===== src/rtl/noc_pkg.sv =====
// Shared NoC router definitions: output-port codes, flit types, allocator state
// and the op-code/index conversion helpers.
package noc_pkg;

  typedef enum logic [2:0] {
    PORT_NONE  = 3'b000,
    PORT_LOCAL = 3'b001,
    PORT_EAST  = 3'b010,
    PORT_WEST  = 3'b011,
    PORT_NORTH = 3'b100,
    PORT_SOUTH = 3'b101
  } port_t;

  typedef enum logic [1:0] {
    FT_NONE = 2'b00,
    FT_TAIL = 2'b01,
    FT_BODY = 2'b10,
    FT_HEAD = 2'b11
  } flit_t;

  typedef enum logic {
    OUT_IDLE   = 1'b0,
    OUT_LOCKED = 1'b1
  } out_state_t;

  function automatic logic op_legal(input logic [2:0] op);
    return (op >= PORT_LOCAL) && (op <= PORT_SOUTH);
  endfunction

  // Op code k selects output index k-1.
  function automatic logic [2:0] op2idx(input logic [2:0] op);
    return op - 3'd1;
  endfunction

endpackage


===== src/rtl/rr_arb.sv =====
// Combinational round-robin picker: first asserted request at or after ptr,
// scanning cyclically; returns a one-hot grant and the winning index.
module rr_arb #(
  parameter int NP = 5,
  parameter int SW = 3
) (
  input  logic [NP-1:0] req,
  input  logic [SW-1:0] ptr,
  output logic [NP-1:0] gnt,
  output logic [SW-1:0] idx
);

  localparam int AW = SW + 1;

  logic [AW-1:0] sum;
  logic [SW-1:0] pos;
  logic          found;

  always_comb begin
    gnt   = '0;
    idx   = '0;
    found = 1'b0;
    sum   = '0;
    pos   = '0;
    for (int unsigned k = 0; k < NP; k++) begin
      sum = {1'b0, ptr} + AW'(k);
      if (sum >= AW'(NP)) sum = sum - AW'(NP);
      pos = sum[SW-1:0];
      if (!found && req[pos]) begin
        found    = 1'b1;
        gnt[pos] = 1'b1;
        idx      = pos;
      end
    end
  end

endmodule


===== src/rtl/sw_alloc_rr.sv =====
// Wormhole switch allocator: each output is arbitrated round-robin among header
// requests and stays locked to the winning input from header to tail.
module sw_alloc_rr
  import noc_pkg::*;
#(
  parameter int NP = 5,
  parameter int SW = 3
) (
  input  logic             clk_t,
  input  logic             rst_t,
  input  logic [NP-1:0]    in_valid,
  input  logic [2*NP-1:0]  in_type,
  input  logic [SW*NP-1:0] in_op,
  input  logic [NP-1:0]    out_ready,
  output logic [NP-1:0]    in_grant,
  output logic [NP-1:0]    out_valid,
  output logic [SW*NP-1:0] out_sel,
  output logic [NP-1:0]    out_busy,
  output logic             route_err
);

  out_state_t    state   [NP];
  logic [SW-1:0] owner   [NP];
  logic [SW-1:0] rr_ptr  [NP];
  logic [NP-1:0] req     [NP];
  logic [NP-1:0] arb_gnt [NP];
  logic [SW-1:0] arb_idx [NP];
  logic [NP-1:0] xfer;
  logic [NP-1:0] tail_xfer;
  logic          bad_hdr;
  logic          own_valid;
  logic [1:0]    own_type;

  // Only legal headers request; illegal ones just raise the error pulse.
  always_comb begin
    bad_hdr = 1'b0;
    for (int unsigned o = 0; o < NP; o++) req[o] = '0;
    for (int unsigned i = 0; i < NP; i++) begin
      if (in_valid[i] && in_type[2*i +: 2] == FT_HEAD) begin
        if (!op_legal(in_op[SW*i +: SW])) begin
          bad_hdr = 1'b1;
        end else begin
          for (int unsigned o = 0; o < NP; o++)
            if (op2idx(in_op[SW*i +: SW]) == SW'(o)) req[o][i] = 1'b1;
        end
      end
    end
  end

  for (genvar o = 0; o < NP; o++) begin : g_arb
    rr_arb #(.NP(NP), .SW(SW)) u_arb (
      .req (req[o]),
      .ptr (rr_ptr[o]),
      .gnt (arb_gnt[o]),
      .idx (arb_idx[o])
    );
  end

  always_comb begin
    xfer      = '0;
    tail_xfer = '0;
    in_grant  = '0;
    out_sel   = '0;
    out_busy  = '0;
    own_valid = 1'b0;
    own_type  = FT_NONE;
    for (int unsigned o = 0; o < NP; o++) begin
      own_valid = 1'b0;
      own_type  = FT_NONE;
      for (int unsigned i = 0; i < NP; i++) begin
        if (owner[o] == SW'(i)) begin
          own_valid = in_valid[i];
          own_type  = in_type[2*i +: 2];
        end
      end
      out_sel[SW*o +: SW] = owner[o];
      out_busy[o]         = (state[o] == OUT_LOCKED);
      if (state[o] == OUT_LOCKED && own_valid && own_type != FT_NONE && out_ready[o]) begin
        xfer[o]      = 1'b1;
        tail_xfer[o] = (own_type == FT_TAIL);
        for (int unsigned i = 0; i < NP; i++)
          if (owner[o] == SW'(i)) in_grant[i] = 1'b1;
      end
    end
  end

  assign out_valid = xfer;

  always_ff @(posedge clk_t or negedge rst_t) begin
    if (!rst_t) begin
      for (int unsigned o = 0; o < NP; o++) begin
        state[o]  <= OUT_IDLE;
        owner[o]  <= '0;
        rr_ptr[o] <= '0;
      end
      route_err <= 1'b0;
    end else begin
      route_err <= bad_hdr;
      for (int unsigned o = 0; o < NP; o++) begin
        case (state[o])
          OUT_IDLE: begin
            if (|arb_gnt[o]) begin
              state[o] <= OUT_LOCKED;
              owner[o] <= arb_idx[o];
            end
          end
          OUT_LOCKED: begin
            if (tail_xfer[o]) begin
              state[o]  <= OUT_IDLE;
              rr_ptr[o] <= (owner[o] == SW'(NP-1)) ? '0 : owner[o] + 1'b1;
            end
          end
          default: state[o] <= OUT_IDLE;
        endcase
      end
    end
  end

endmodule


===== config.mk =====
export PLATFORM = sky130hd
export DESIGN_NAME = sw_alloc_rr
export DESIGN_NICKNAME = d
export VERILOG_FILES = /design/src/rtl/noc_pkg.sv /design/src/rtl/rr_arb.sv /design/src/rtl/sw_alloc_rr.sv
export SDC_FILE = /design/constraint.sdc
export NUM_CORES = 1
export LEC_CHECK = 0
export BUFFER_PORTS_ARGS = -buffer_cell sky130_fd_sc_hd__clkbuf_2
export CORE_UTILIZATION = 50
export CTS_CLUSTER_DIAMETER = 60
export DETAILED_ROUTE_END_ITERATION = 10
export GPL_TIMING_DRIVEN = 0
export HOLD_SLACK_MARGIN = 0.02
export PLACE_DENSITY_LB_ADDON = 0.05
export SLEW_MARGIN = 20
export SYNTH_ARGS = -nofsm -noshare
export SYNTH_HDL_FRONTEND = slang
export SYNTH_SLANG_ARGS = --single-unit

===== constraint.sdc =====
create_clock -name clk_t -period 4.45 [get_ports clk_t]
set_clock_uncertainty 0.15 [all_clocks]
set_input_delay 0.6675 -clock clk_t [delete_from_list [all_inputs] [get_ports clk_t]]
set_output_delay 0.6675 -clock clk_t [all_outputs]
set_load 0.005 [all_outputs]

**Word level (Yosys, flattened, before mapping)**

Index checks and enable logic that the tools add are counted.

- Register bits: 36
- Memories kept: 0
- Output and inout bits: 31
- RAM bits: 0
- Latch bits: 0
- Memory bits (read-only): 0
- Bits of input ports: 37

- $mul: 0
- Reduce and logical (&&, ||, !) cells: 120
- $add $sub $neg: 55
- Order comparisons: 85
- Shifts and indexed selects: 0
- Mux-type cells: 390
- Divide/modulo/power cells: 0
- Eq/ne operators: 50
- Bitwise operators: 25

Operators with widths:

| operator | number |
|---|---|
| two-way mux 1 bit | 225 |
| two-way mux 3 bit | 55 |
| two-way mux 5 bit | 30 |
| less-than comparator 3 x 4 -> 1 bit, second input constant | 25 |
| bitwise OR 5 bit | 20 |
| greater-or-equal comparator 3 x 1 -> 1 bit, second input constant | 30 |
| greater-or-equal comparator 4 x 3 -> 1 bit, second input constant | 20 |
| binary-select mux 1 bit (select 3 bit) | 25 |
| demux 1 bit (select 3 bit) | 25 |
| subtractor 3 bit, second input constant | 25 |
| logical AND 1 bit | 70 |
| == test 3 x 2 -> 1 bit, second input constant | 20 |
| two-way mux 2 bit | 25 |
| adder 3 x 2 -> 4 bit, second input constant | 10 |
| == test 3 x 1 -> 1 bit, second input constant | 10 |
| == test 3 bit, second input constant | 10 |
| zero test 3 bit | 10 |
| OR reduction 5 bit | 5 |
| adder 3 x 1 -> 4 bit, second input constant | 5 |
| adder 3 x 3 -> 4 bit, second input constant | 5 |
| zero test 1 bit | 20 |
| AND reduction 2 bit | 10 |
| adder 3 x 1 -> 3 bit, second input constant | 5 |
| greater-or-equal comparator 3 bit, second input constant | 5 |
| other kinds (7) | 35 |

**Depth between registers and ports, before layout**

- Word-level depth: 23
- Gate-level depth with buffers: 15
- Depth with buffers taken out: 13

**By module**

Synthesis repeated with hierarchy kept, for this count alone.

- Cell total of the unflattened synthesis: 1326
- Area total of the unflattened synthesis: 9980.8 um2

By module, submodules not included:

| module | seq. area each (um2) | instances | area an instance (um2) | cells each |
|---|---|---|---|---|
| rr_arb (g_arb[1].u_arb ...) | 0.0 | 3 | 1346.3 | 186 |
| sw_alloc_rr | 900.9 | 1 | 3290.7 | 405 |
| rr_arb (g_arb[0].u_arb) | 0.0 | 1 | 1407.6 | 184 |
| rr_arb (g_arb[4].u_arb) | 0.0 | 1 | 1243.7 | 179 |

**Least setup slack after synthesis**

Ideal clock, no wire load.

- Path kind: flip-flop to flip-flop
- From: register rr_ptr[3] (netlist name)
- To: register owner, in the netlist out_sel[10]
- Slack: 0.747 ns
- Setup time: 0.125 ns
- Cell stages (with the launch flop): 14
- Clock period less this slack: 3.703 ns
- Data arrival time: 3.428 ns
- Path through: dfrtp_1 -> buf_2 -> inv_1 -> clkbuf_1 -> ha_1 -> inv_1 -> fa_1 -> or3_1 -> and2_1 -> a31oi_1 -> a2bb2oi_1 -> nor3_1 -> a31oi_1 -> mux2_2

- Cells in the longest elaborated chain, start to end: 19

RTL lines:

| element | RTL line | source |
|---|---|---|
| start: declaration | sw_alloc_rr.sv:24 | `logic [SW-1:0] rr_ptr [NP];` |
| start signal: indexed assignment | sw_alloc_rr.sv:110 | `rr_ptr[o] <= (owner[o] == SW'(NP-1)) ? '0 : owner[o] + 1'b1;` |
| branches (longest 19 deep; another with adder 3 x 1 -> 4 bit) | n/a |  |
| end signal: indexed assignment | sw_alloc_rr.sv:104 | `owner[o] <= arb_idx[o];` |
| end: declaration | sw_alloc_rr.sv:23 | `logic [SW-1:0] owner [NP];` |

Several ways; the timed one is not identified. The select of a mux whose other input is x is not followed.
A chain may end at the register's enable or synchronous reset.

**Worst setup path in the final report**

Same ends and word-level chain as after synthesis.

==> impl_metrics.csv <==
group,metric,value,unit
status,status,"finished clean",
grt,antenna_found_initial,0,
logic_synthesis,synth_cells,1060,
power_and_ir_drop,p_leak,3.531,nW
logic_synthesis,synth-async-reset-ratio,1.000,
critical_path,reg2reg_slack,0.28,ns
logic_synthesis,ys_warn_count,0,
logic_synthesis,ys_seq_area_frac,0.1162,
die,io_pins,68,
cts,cts_resized,0,
route,ant_nets,0,
critical_path,crit_chain,"buf_2 -> inv_1 -> clkbuf_2 -> ha_1 -> nor3_1 -> o21ai_0 -> a2111oi_1 -> a2111oi_0 -> mux2i_1 -> nor3_2 -> a31oi_1 -> mux2_2",
die,rows,45,
critical_path,critical_path_class,"register to register",
critical_path,critPathSlowestCell,"a2111oi_1",
power_and_ir_drop,power_frac_comb,0.830,
placed_design,placed_area,0.008267,sq mm
route,wire_per_inst,18.64,microns
logic_synthesis,synth_seq_cells,36,
die,die_h,126.5,microns
grt,grt_pass1_vias,7444,
placed_design,place_congestion,0.9474,
cts,numCtsBuffers,5,
cts,clk_pin_slew,0.06,ns
cts,cts_sinks,36,
critical_path,worst_path_largest_cell_delay,0.69,ns
route,drtIter0Drc,806,
sta,timing.fmax,239.7,MHz
route,dr.pass1.iters,5,
sta,finalSetupViolCount,0,
route,via_per_inst,6.465,
cts,clock_latency,0.28,ns
grt,grt_max_degree,37,
sta,holdWs,0.3834,ns
layout,syn2layout_area_growth,8.701,%
sta,hold_viol_final,0,
sta,rsz0062_at_grt,"false",
cts,ctsHoldBuffers,0,
power_and_ir_drop,p_sw_frac,0.5684,
power_and_ir_drop,p_seq_frac,0.113,
cts,clockBufferDepth,2,
critical_path,crit_arrival,4.19,ns
grt,gr-total-overflow,0,
sta,tightest_slew,0.9909,ns
grt,grt_pass1_wl,39.44,mm
hold_path,hold_class,"input pin to async pin",
power_and_ir_drop,power_density,778.3,mW/mm^2
sta,period_share,0.9374,
layout,drive_above_1_share,0.1230,
sta,setup_tns,0,ns
layout,final_area,0.008426,sq mm
layout,final_common_cell,"a21oi_1",
die,core-area,0.01515,sq mm
power_and_ir_drop,p_int,0.002830,W
sta,slew_headroom,0.3343,
power_and_ir_drop,p_sw,0.003727,W
cts,h-tree-depth,2,
route,drcViolationCount,0,
layout,final_cell_mix,"a21oi_1, nand2_1, nor2_1",
layout,finish.net_count,1229,
grt,track_usage,0.3066,
power_and_ir_drop,power_frac_clock,0.057,
logic_synthesis,synthFlopType,"dfrtp_1",
placed_design,hpwl,19.05,mm
critical_path,critPathBufInv,3,
route,vias,8469,
cts,cts-root-buf,"clkbuf_16",
critical_path,cp-start-kind,"register",
sta,finalMaxSlewViolations,0,
layout,n_antenna_cell,0,
critical_path,crit_path_max_fanout,11,
critical_path,critical-path-top-delay-family,"compound AO/OA/AOI/OAI gates",
power_and_ir_drop,total_power,0.006558,W
logic_synthesis,synth_edf_count,0,
die,die_w,126.5,microns
logic_synthesis,synth_cell_types,103,
logic_synthesis,synth_fp_nets,1167,
die,start_util,0.5118,
cts,cts_tree,"done",
cts,postCtsSetupBuffers,0,
logic_synthesis,avgSynthCellArea,7.312,sq um
critical_path,crit_required,4.47,ns
route,wirelength,24.42,mm
job,max_cap_violations,0,
power_and_ir_drop,ir_drop,0.0004134,V
die,die_area,0.01600,sq mm
critical_path,end_kind,"register",
sta,fin_crit,4.171,ns
logic_synthesis,syn_area,0.007751,sq mm
placed_design,numPortBuffers,56,
==> sequential cells by signal, indices dropped and copies added, names as in the netlist <==
signal	count
rr_ptr	15
out_busy	5
route_err	1
out_sel	15
==> per-stage QoR <==
| step | setup slack, ns | cells | utilization |
|---|---|---|---|
| 2_1_floorplan | 0.7474 | 1060 | - |
| 3_3_place_gp | 0.1518 | 1304 | 0.5458 |
| 3_5_place_dp | 0.1508 | 1304 | 0.5458 |
| 4_1_cts | 0.1409 | 1311 | 0.5559 |
| 5_1_grt | 0.07673 | 1310 | 0.5563 |
| 6_report | 0.2787 | 1310 | 0.5563 |
==> synthesized netlist by cell type (9+ instances only) <==
library cell,count,area share
xnor2_1,15,0.017
o22ai_1,20,0.016
nor2_1,67,0.032
mux2i_1,38,0.049
clkbuf_1,24,0.012
nand3_1,45,0.029
and3_1,17,0.014
inv_1,64,0.031
mux2_2,18,0.026
nor2b_1,18,0.015
nand3b_1,15,0.015
nor3_1,30,0.019
dfrtp_1,36,0.12
or3_1,13,0.010
a21oi_1,107,0.069
o21ai_0,60,0.039
nand2b_1,18,0.015
and2_1,18,0.015
nand2_1,101,0.049
a31oi_1,22,0.018
ha_1,65,0.10
a211oi_1,9,0.0087
o31ai_1,11,0.011
==> area by class of cell <==
cell class	instances	area, sq um
Buffer	45	219.0
Clock buffer	7	152.6
Fill cell	1490	6720
Inverter	65	244.0
Multi-Input combinational cell	913	6394
Sequential cell	36	900.9
Tap cell	188	235.2
Timing Repair Buffer	56	280.3
==> power groups by stage <==
stage / logic (W) / clock network (W) / registers [W]
final: 0.00544 / 0.000376 / 0.000741
after detailed placement: 0.00530 / 0 / 0.000745
after CTS: 0.00534 / 0.000383 / 0.000737
after floorplan: 0.00416 / 0 / 0.000666
after global routing: 0.00606 / 0.000396 / 0.000770
after global placement: 0.00529 / 0 / 0.000742
==> layer usage <==
metal | vias up | track usage | share of wire
met5 | - | 0 | 0
met2 | 339 | 0.4833 | 0.44
met1 | 3987 | 0.4488 | 0.47
li1 | 4117 | - | -
met4 | 0 | 0.06024 | 0.012
met3 | 26 | 0.03627 | 0.074
==> cell families after synthesis <==
logic type	Yosys count	synth area share
xor gates and xnor gates	16	0.01808
DFF	36	0.1162
muxes	63	0.09169
AOI/OAI and AO/OA	355	0.3115
and+or+nand+nor	409	0.2846
buffers and inverters	111	0.06005
adders and majority gates	70	0.1178
==> path summary, 6_finish.rpt <==
path,startpoint,endpoint,cells past startpoint
max,rr_ptr[3],out_sel[10],12
min,rst_t,out_sel[1],1
max reg2reg,rr_ptr[3],out_sel[10],12
min reg2reg,out_sel[10],out_sel[10],1
max in group asynchronous,rst_t,out_busy[1],1
min in group clk_t,out_sel[10],out_sel[10],1
Note: power is estimated with default switching activity, not from simulation.
